===== config.mk =====
export PLATFORM = sky130hd
export DESIGN_NAME = cve2_rvfi_trace_buffer
export DESIGN_NICKNAME = d
export VERILOG_FILES = /design/src/rtl/cve2_pkg.sv /design/src/rtl/cve2_trace_fifo.sv /design/src/rtl/cve2_rvfi_trace_buffer.sv
export SDC_FILE = /design/constraint.sdc
export NUM_CORES = 1
export LEC_CHECK = 0
export BUFFER_PORTS_ARGS = -buffer_cell sky130_fd_sc_hd__buf_2
export CAP_MARGIN = 10
export CORE_UTILIZATION = 60
export CTS_CLUSTER_DIAMETER = 60
export DETAILED_ROUTE_END_ITERATION = 16
export PLACE_DENSITY = 0.8
export SLEW_MARGIN = 20
export SYNTH_ARGS = -nofsm -noshare
export SYNTH_HDL_FRONTEND = slang
export SYNTH_HIERARCHICAL = 1
export SYNTH_SLANG_ARGS = --single-unit

===== constraint.sdc =====
create_clock -name clk_i -period 16.55 [get_ports clk_i]
set_input_delay 0.8275 -clock clk_i [delete_from_list [all_inputs] [get_ports clk_i]]
set_output_delay 0.8275 -clock clk_i [all_outputs]
set_load 0.005 [all_outputs]

===== src/rtl/cve2_pkg.sv =====
// Shared types for the RVFI trace buffer.
// Defining CVE2_TRACE_MEM_EN adds the memory-access fields to each trace record.
package cve2_pkg;

    localparam int unsigned TraceOrderW = 64;

    typedef struct packed {
        logic [TraceOrderW-1:0] order;
        logic [31:0]            pc;
        logic [31:0]            insn;
        logic                   trap;
        logic                   intr;
        logic [4:0]             rd_addr;
        logic [31:0]            rd_wdata;
`ifdef CVE2_TRACE_MEM_EN
        logic [31:0]            mem_addr;
        logic [3:0]             mem_rmask;
        logic [3:0]             mem_wmask;
`endif
        logic                   gap;
    } trace_rec_t;

endpackage


===== src/rtl/cve2_trace_fifo.sv =====
// Record storage for the trace buffer: circular array with read/write pointers and occupancy.
// The record layout follows cve2_pkg::trace_rec_t (CVE2_TRACE_MEM_EN widens it).
module cve2_trace_fifo
    import cve2_pkg::*;
#(
    parameter int unsigned Depth = 8
) (
    input  logic                     clk_i,
    input  logic                     rst_ni,
    input  logic                     clear_i,
    input  logic                     push_i,
    input  trace_rec_t               wdata_i,
    input  logic                     pop_i,
    output trace_rec_t               rdata_o,
    output logic [$clog2(Depth):0]   level_o
);

    localparam int unsigned PtrW   = $clog2(Depth);
    localparam int unsigned LevelW = PtrW + 1;

    trace_rec_t              mem_q [Depth];
    logic [PtrW-1:0]         wptr_q;
    logic [PtrW-1:0]         rptr_q;
    logic [LevelW-1:0]       level_q;

    // Depth is a power of two, so pointer overflow is the modulo-Depth wrap.
    always_ff @(posedge clk_i) begin
        if (!rst_ni || clear_i) begin
            wptr_q  <= '0;
            rptr_q  <= '0;
            level_q <= '0;
        end else begin
            if (push_i) begin
                wptr_q <= wptr_q + 1'b1;
            end
            if (pop_i) begin
                rptr_q <= rptr_q + 1'b1;
            end
            case ({push_i, pop_i})
                2'b10:   level_q <= level_q + 1'b1;
                2'b01:   level_q <= level_q - 1'b1;
                default: level_q <= level_q;
            endcase
        end
    end

    // Storage carries no reset; contents are only observed while level is non-zero.
    always_ff @(posedge clk_i) begin
        if (push_i) begin
            mem_q[wptr_q] <= wdata_i;
        end
    end

    assign rdata_o = mem_q[rptr_q];
    assign level_o = level_q;

endmodule


===== src/rtl/cve2_rvfi_trace_buffer.sv =====
// Captures RVFI retirements into a small FIFO, counting drops and flagging gaps in the stream.
// Define CVE2_TRACE_MEM_EN to capture mem_addr/mem_rmask/mem_wmask into each record.
module cve2_rvfi_trace_buffer
    import cve2_pkg::*;
#(
    parameter int unsigned Depth    = 8,
    parameter int unsigned DropCntW = 16
) (
    input  logic                     clk_i,
    input  logic                     rst_ni,
    input  logic                     enable_i,
    input  logic                     clear_i,
    input  logic                     rvfi_valid_i,
    input  logic [63:0]              rvfi_order_i,
    input  logic [31:0]              rvfi_pc_rdata_i,
    input  logic [31:0]              rvfi_insn_i,
    input  logic                     rvfi_trap_i,
    input  logic                     rvfi_intr_i,
    input  logic [4:0]               rvfi_rd_addr_i,
    input  logic [31:0]              rvfi_rd_wdata_i,
    input  logic [31:0]              rvfi_mem_addr_i,
    input  logic [3:0]               rvfi_mem_rmask_i,
    input  logic [3:0]               rvfi_mem_wmask_i,
    output logic                     trace_valid_o,
    input  logic                     trace_ready_i,
    output trace_rec_t               trace_rec_o,
    output logic [$clog2(Depth):0]   level_o,
    output logic [DropCntW-1:0]      drop_cnt_o,
    output logic                     overflow_o
);

    localparam int unsigned LevelW = $clog2(Depth) + 1;
    localparam logic [LevelW-1:0] FullLevel = LevelW'(Depth);

    function automatic logic [DropCntW-1:0] sat_inc(input logic [DropCntW-1:0] v);
        return (&v) ? v : v + 1'b1;
    endfunction

    logic                want_push;
    logic                full;
    logic                pop;
    logic                push;
    logic                drop;
    logic                gap_q;
    logic                overflow_q;
    logic [DropCntW-1:0] drop_cnt_q;
    trace_rec_t          wrec;

    assign want_push     = rvfi_valid_i & enable_i & ~clear_i;
    assign full          = (level_o == FullLevel);
    assign trace_valid_o = (level_o != '0);
    assign pop           = trace_valid_o & trace_ready_i;
    // A pop in the same cycle frees the slot, so a full buffer still accepts.
    assign push          = want_push & (~full | pop);
    assign drop          = want_push & full & ~pop;

    always_comb begin
        wrec          = '0;
        wrec.order    = rvfi_order_i;
        wrec.pc       = rvfi_pc_rdata_i;
        wrec.insn     = rvfi_insn_i;
        wrec.trap     = rvfi_trap_i;
        wrec.intr     = rvfi_intr_i;
        wrec.rd_addr  = rvfi_rd_addr_i;
        wrec.rd_wdata = rvfi_rd_wdata_i;
`ifdef CVE2_TRACE_MEM_EN
        wrec.mem_addr  = rvfi_mem_addr_i;
        wrec.mem_rmask = rvfi_mem_rmask_i;
        wrec.mem_wmask = rvfi_mem_wmask_i;
`endif
        wrec.gap      = gap_q;
    end

`ifndef CVE2_TRACE_MEM_EN
    logic unused_mem;
    assign unused_mem = ^{rvfi_mem_addr_i, rvfi_mem_rmask_i, rvfi_mem_wmask_i};
`endif

    cve2_trace_fifo #(
        .Depth (Depth)
    ) u_fifo (
        .clk_i   (clk_i),
        .rst_ni  (rst_ni),
        .clear_i (clear_i),
        .push_i  (push),
        .wdata_i (wrec),
        .pop_i   (pop),
        .rdata_o (trace_rec_o),
        .level_o (level_o)
    );

    // gap_q marks that the next accepted record follows at least one lost retirement.
    always_ff @(posedge clk_i) begin
        if (!rst_ni || clear_i) begin
            drop_cnt_q <= '0;
            overflow_q <= 1'b0;
            gap_q      <= 1'b0;
        end else if (drop) begin
            drop_cnt_q <= sat_inc(drop_cnt_q);
            overflow_q <= 1'b1;
            gap_q      <= 1'b1;
        end else if (push) begin
            gap_q      <= 1'b0;
        end
    end

    assign drop_cnt_o = drop_cnt_q;
    assign overflow_o = overflow_q;

endmodule


# Yosys cells after proc, flatten, opt, wreduce, memory -nomap -nowiden
# Memories as Yosys holds them, arrays and structs flattened. A register that Yosys moved wholly into a read port is not among the register bits.
# Index checks and enable logic that the tools add are counted.
# totals
register_bits	28
mem_bits_rw	1344
input_bits	213
output_inout_bits	190
elab_cells	40
memories	1
# memory_table
name	depth	width	rd	rd_ports_with_merged_regs	write_ports	line_no	rtl
u_fifo.mem_q	8	168	1	1	1	cve2_trace_fifo.sv:21	trace_rec_t mem_q [Depth];
# op_classes
n_addsub	5
eq_ne	3
mux	7
bitwise_logic	11
n_reduce_logical	7
# ops
op	count
$add A16 B1 Y16 const B	1
$reduce_and A16 Y1	1
$pmux W4 S2	1
$add A3 B1 Y3 const B	2
$and A1 B1 Y1	6
$mux W3	2
$add A4 B1 Y4 const B	1
$eq A4 B4 Y1 const B	1
$mux W1	4
$not A1 Y1	4
$reduce_bool A2 Y1	2
$reduce_bool A4 Y1	1
$sub A4 B1 Y4 const B	1
$eq A2 B1 Y1 const B	1
$eq A2 B2 Y1 const B	1
$reduce_and A2 Y1	1
$logic_not A1 Y1	1
$logic_or A1 B1 Y1	1
$or A1 B1 Y1	1

# Longest topological paths before layout
# depth
word_depth	6
depth_mapped	10
mapped_depth_nobuf	10

# Modules after synthesis
# Netlist, hierarchy kept.
# modules_own_cells
module	instances	cells_each	area_per_inst_um2	seq_area_each_um2
cve2_trace_fifo	1	2013	50883.8	40619.0
cve2_rvfi_trace_buffer	1	124	1024.7	360.3

# Worst setup path after synthesis
# Ideal clock, no wire load.
# synth_timing
kind	input-to-reg
start	input clear_i
end	memory u_fifo/mem_q[4][0] (netlist name) (enable)
setup_time_ns	0.902
arrival_ns	12.892
required_time_ns	15.648
setup_slack_ns	2.756
path_stages	4
path_buffers	0
path_cell_list	nand3b_1 a31oi_1 nand2_1 nor3_1
# synth_via
elab_chain_cells	5
# synth_rtl
item	line_no	rtl
start, declared	cve2_rvfi_trace_buffer.sv:12	input logic clear_i,
$not A1 Y1	cve2_rvfi_trace_buffer.sv:49	assign want_push = rvfi_valid_i & enable_i & ~clear_i;
$and A1 B1 Y1	cve2_rvfi_trace_buffer.sv:49	
$and A1 B1 Y1	cve2_rvfi_trace_buffer.sv:54	assign push = want_push & (~full | pop);
net push	cve2_rvfi_trace_buffer.sv:42	logic push;
$mux W1	cve2_trace_fifo.sv:49	if (push_i) begin
$mux W1 (implied by the code)	cve2_trace_fifo.sv:50	mem_q[wptr_q] <= wdata_i;
end, declared	cve2_trace_fifo.sv:21	
# The timed path passes the listed nets, and every way through them passes these cells.

==> impl_metrics.json <==
{
  "die_area_um2": 87700,
  "crit_arrival_ps": 4390,
  "htree_levels": 4,
  "die_y_um": 296,
  "fillers": 4960,
  "layout_common_cells": "1344 x edfxtp_1, 362 x buf_2, 336 x mux4_2",
  "clk_pin_slew_ps": 60,
  "detail-route-antenna-nets": 0,
  "syn2layout_area_growth_pct": 14.8,
  "fin_worst_skew_ps": 28.7,
  "hp-start": "rvfi_insn_i[12]",
  "io_buffer_count": 362,
  "min_path_type": "input port to register",
  "timing.slew.headroom_pct": 32.2,
  "critPathCaptureType": "output port",
  "firstDrtPassIters": 5,
  "synth_warnings": 6,
  "synth-seq-cells": 1375,
  "cap_violations": 0,
  "start_util_pct": 60.8,
  "dpl-instance-area_um2": 55100,
  "worstSetupStartpointType": "register",
  "synth_enable_flop_cells": 1344,
  "stdcell_area_um2": 59600,
  "hold_depth": 1,
  "grt_max_degree": 153,
  "cts_hold_buf": 0,
  "finalCritPeriodShare_pct": 31.5,
  "seq_area_um2": 41000,
  "cts_resized": 0,
  "total_power_mw": 6.99,
  "cts_made_buffers": 134,
  "hold_end": "u_fifo/mem_q[3][52]",
  "syn_area_um2": 51900,
  "rows": 107,
  "antenna_found_initial": 32,
  "status": "finished, final reports clean",
  "fin_nets": 2797,
  "finalSetupViolations": 0,
  "dp_hpwl_mm": 56.8,
  "crit_fanout": 68,
  "timing.rr.start": "u_fifo/level_o[0]",
  "path_class": "register to output port",
  "grt_pass1_wl_mm": 157,
  "syn_inst": 2137,
  "viasPerCell": 6.20,
  "drive_above_1_share_pct": 41.5,
  "slew_violations": 0,
  "num_vias": 23800,
  "fmaxAchievable_mhz": 192,
  "grt_usage_pct": 24.9,
  "cts.sinks": 1375,
  "avgSynthCellArea_um2": 24.3,
  "drt-total-wl_mm": 108,
  "leakage_nw": 18.7,
  "timing.setup.tns_ps": 0,
  "worstReg2RegEnd": "u_fifo/mem_q[4][137]",
  "drc_errors": 0,
  "fin_crit_ps": 5210,
  "core_area_um2": 85400,
  "r2r_slack_ps": 12750,
  "finalHoldViolations": 0,
  "io_pins": 403,
  "clkLatencyLatePin_ps": 730,
  "grt_pass1_vias": 25400,
  "drtIter0Drc": 1893,
  "ir_worst_vdd_v": 0.000101,
  "cts_tree": "yes",
  "wl_per_cell_um": 28.1,
  "post-cts-setup-buffer-count": 0,
  "multiInputGateArea_um2": 10500,
  "reg2reg_depth": 6,
  "preCtsSetupSlack_ps": 11970,
  "synth_fp_nets": 2356,
  "required_ps": 15720,
  "chipWidth_um": 296,
  "ys_types": 44,
  "gp_congestion": 0.774,
  "rsz0062_at_grt": "no",
  "worst_pin_slew_ps": 1020,
  "synth-main-ff-cell": "edfxtp_1",
  "clockRootBuffer": "clkbuf_16",
  "fin_ws_ps": 11340,
  "seq_area_frac_synth_pct": 78.9,
  "final_common_cell": "edfxtp_1",
  "p_per_area_nw_per_um2": 117,
  "async_flop_share_pct": 0,
  "overflow": 0,
  "cts_buffer_depth": 3
}
## stage by stage
stage	util [%]	cells	hold slack (ps)
CTS	69.7	3830	304
detailed placement	64.5	3585	458
global placement	64.5	3584	466
finish	69.8	3841	353
global route	69.8	3838	321
floorplan	-	2137	465
## layer usage
metal	up-vias	share of wire (%)	global-route usage, %	routed length, µm
met5	-	0.28	0	298
met4	44	2.5	8.74	2690
met3	232	8.3	7.64	8980
met2	960	52	42.1	55900
met1	12500	37	30.6	39900
li1	10000	-	-	-
## report_power, final
group	total [mW]	internal (mW)	switching, mW	leakage [nW]
Sequential	3.84	3.83	0.00438	12.3
Combinational	0.133	0.0539	0.0793	4.23
Clock	3.02	1.75	1.27	2.15
## critical path, stage by stage, from the launching register on
cell and delay (ps):
dfxtp_4 910, buf_4 870, buf_4 880, mux4_2 430, mux2_2 290, buf_2 130
## logic make-up (layout without fill, tap and decap cells)
group	Yosys count	in the layout	synth area share (%)
muxes	512	512	18.4
other	0	10	0
and+or+nand+nor	98	98	1.06
buffers and inverters	108	658	0.962
AOI/OAI and AO/OA	31	31	0.395
DFF	1375	1375	78.9
xor gates and xnor gates	7	7	0.118
adders and majority gates	6	6	0.145
## worst max path at each step
stage / from / to / slack, ps
floorplan: clear_i / u_fifo/mem_q[4][0] / 2760
global placement: register / trace_rec_o[144] / 11540
detailed placement: register / trace_rec_o[146] / 11970
CTS: register / trace_rec_o[145] / 11130
global route: register / trace_rec_o[8] / 11050
finish: register / trace_rec_o[75] / 11340
## synth_stat cells (all sizes together) (2+ instances only)
| library cell | instances | area (µm²) |
|---|---|---|
| a21oi | 11 | 55.1 |
| and2 | 2 | 12.5 |
| buf | 50 | 277 |
| clkbuf | 51 | 191 |
| dfxtp | 31 | 621 |
| edfxtp | 1344 | 40400 |
| ha | 6 | 75.1 |
| inv | 6 | 22.5 |
| mux2 | 168 | 1890 |
| mux2i | 8 | 80.1 |
| mux4 | 336 | 7570 |
| nand2 | 16 | 60.1 |
| nand2b | 10 | 62.6 |
| nand3 | 7 | 35.0 |
| nand3b | 3 | 22.5 |
| nand4 | 6 | 37.5 |
| nor2 | 20 | 75.1 |
| nor2b | 2 | 12.5 |
| nor3 | 6 | 30.0 |
| nor4 | 8 | 50.1 |
| nor4b | 2 | 23.8 |
| o21a | 2 | 15.0 |
| o21ai | 3 | 15.0 |
| o31a | 3 | 26.3 |
| o31ai | 7 | 52.6 |
| o41ai | 2 | 17.5 |
| or2 | 2 | 12.5 |
| or2b | 2 | 15.0 |
| or3 | 3 | 18.8 |
| or4 | 5 | 37.5 |
| or4b | 2 | 23.8 |
| xnor2 | 2 | 17.5 |
| xor2 | 5 | 43.8 |
## flip-flops by register name, summed over array words and instances, names as in the netlist, named ones only
name,count
u_fifo/level_o,4
overflow_o,1
u_fifo/wptr_q,3
drop_cnt_o,16
u_fifo/mem_q,1344
gap_q,1
u_fifo/rptr_q,3
## layout make-up
cell class                      instances  share of cell area (%)
Sequential cell                      1375                    68.8
Multi-Input combinational cell        654                    17.6
Clock buffer                          160                    5.93
Timing Repair Buffer                  407                    3.74
Tap cell                             1144                    2.40
Clock inverter                         85                    1.46
Antenna cell                           10                  0.0420
Inverter                                6                  0.0378
Note: power is estimated with default switching activity, not from simulation.
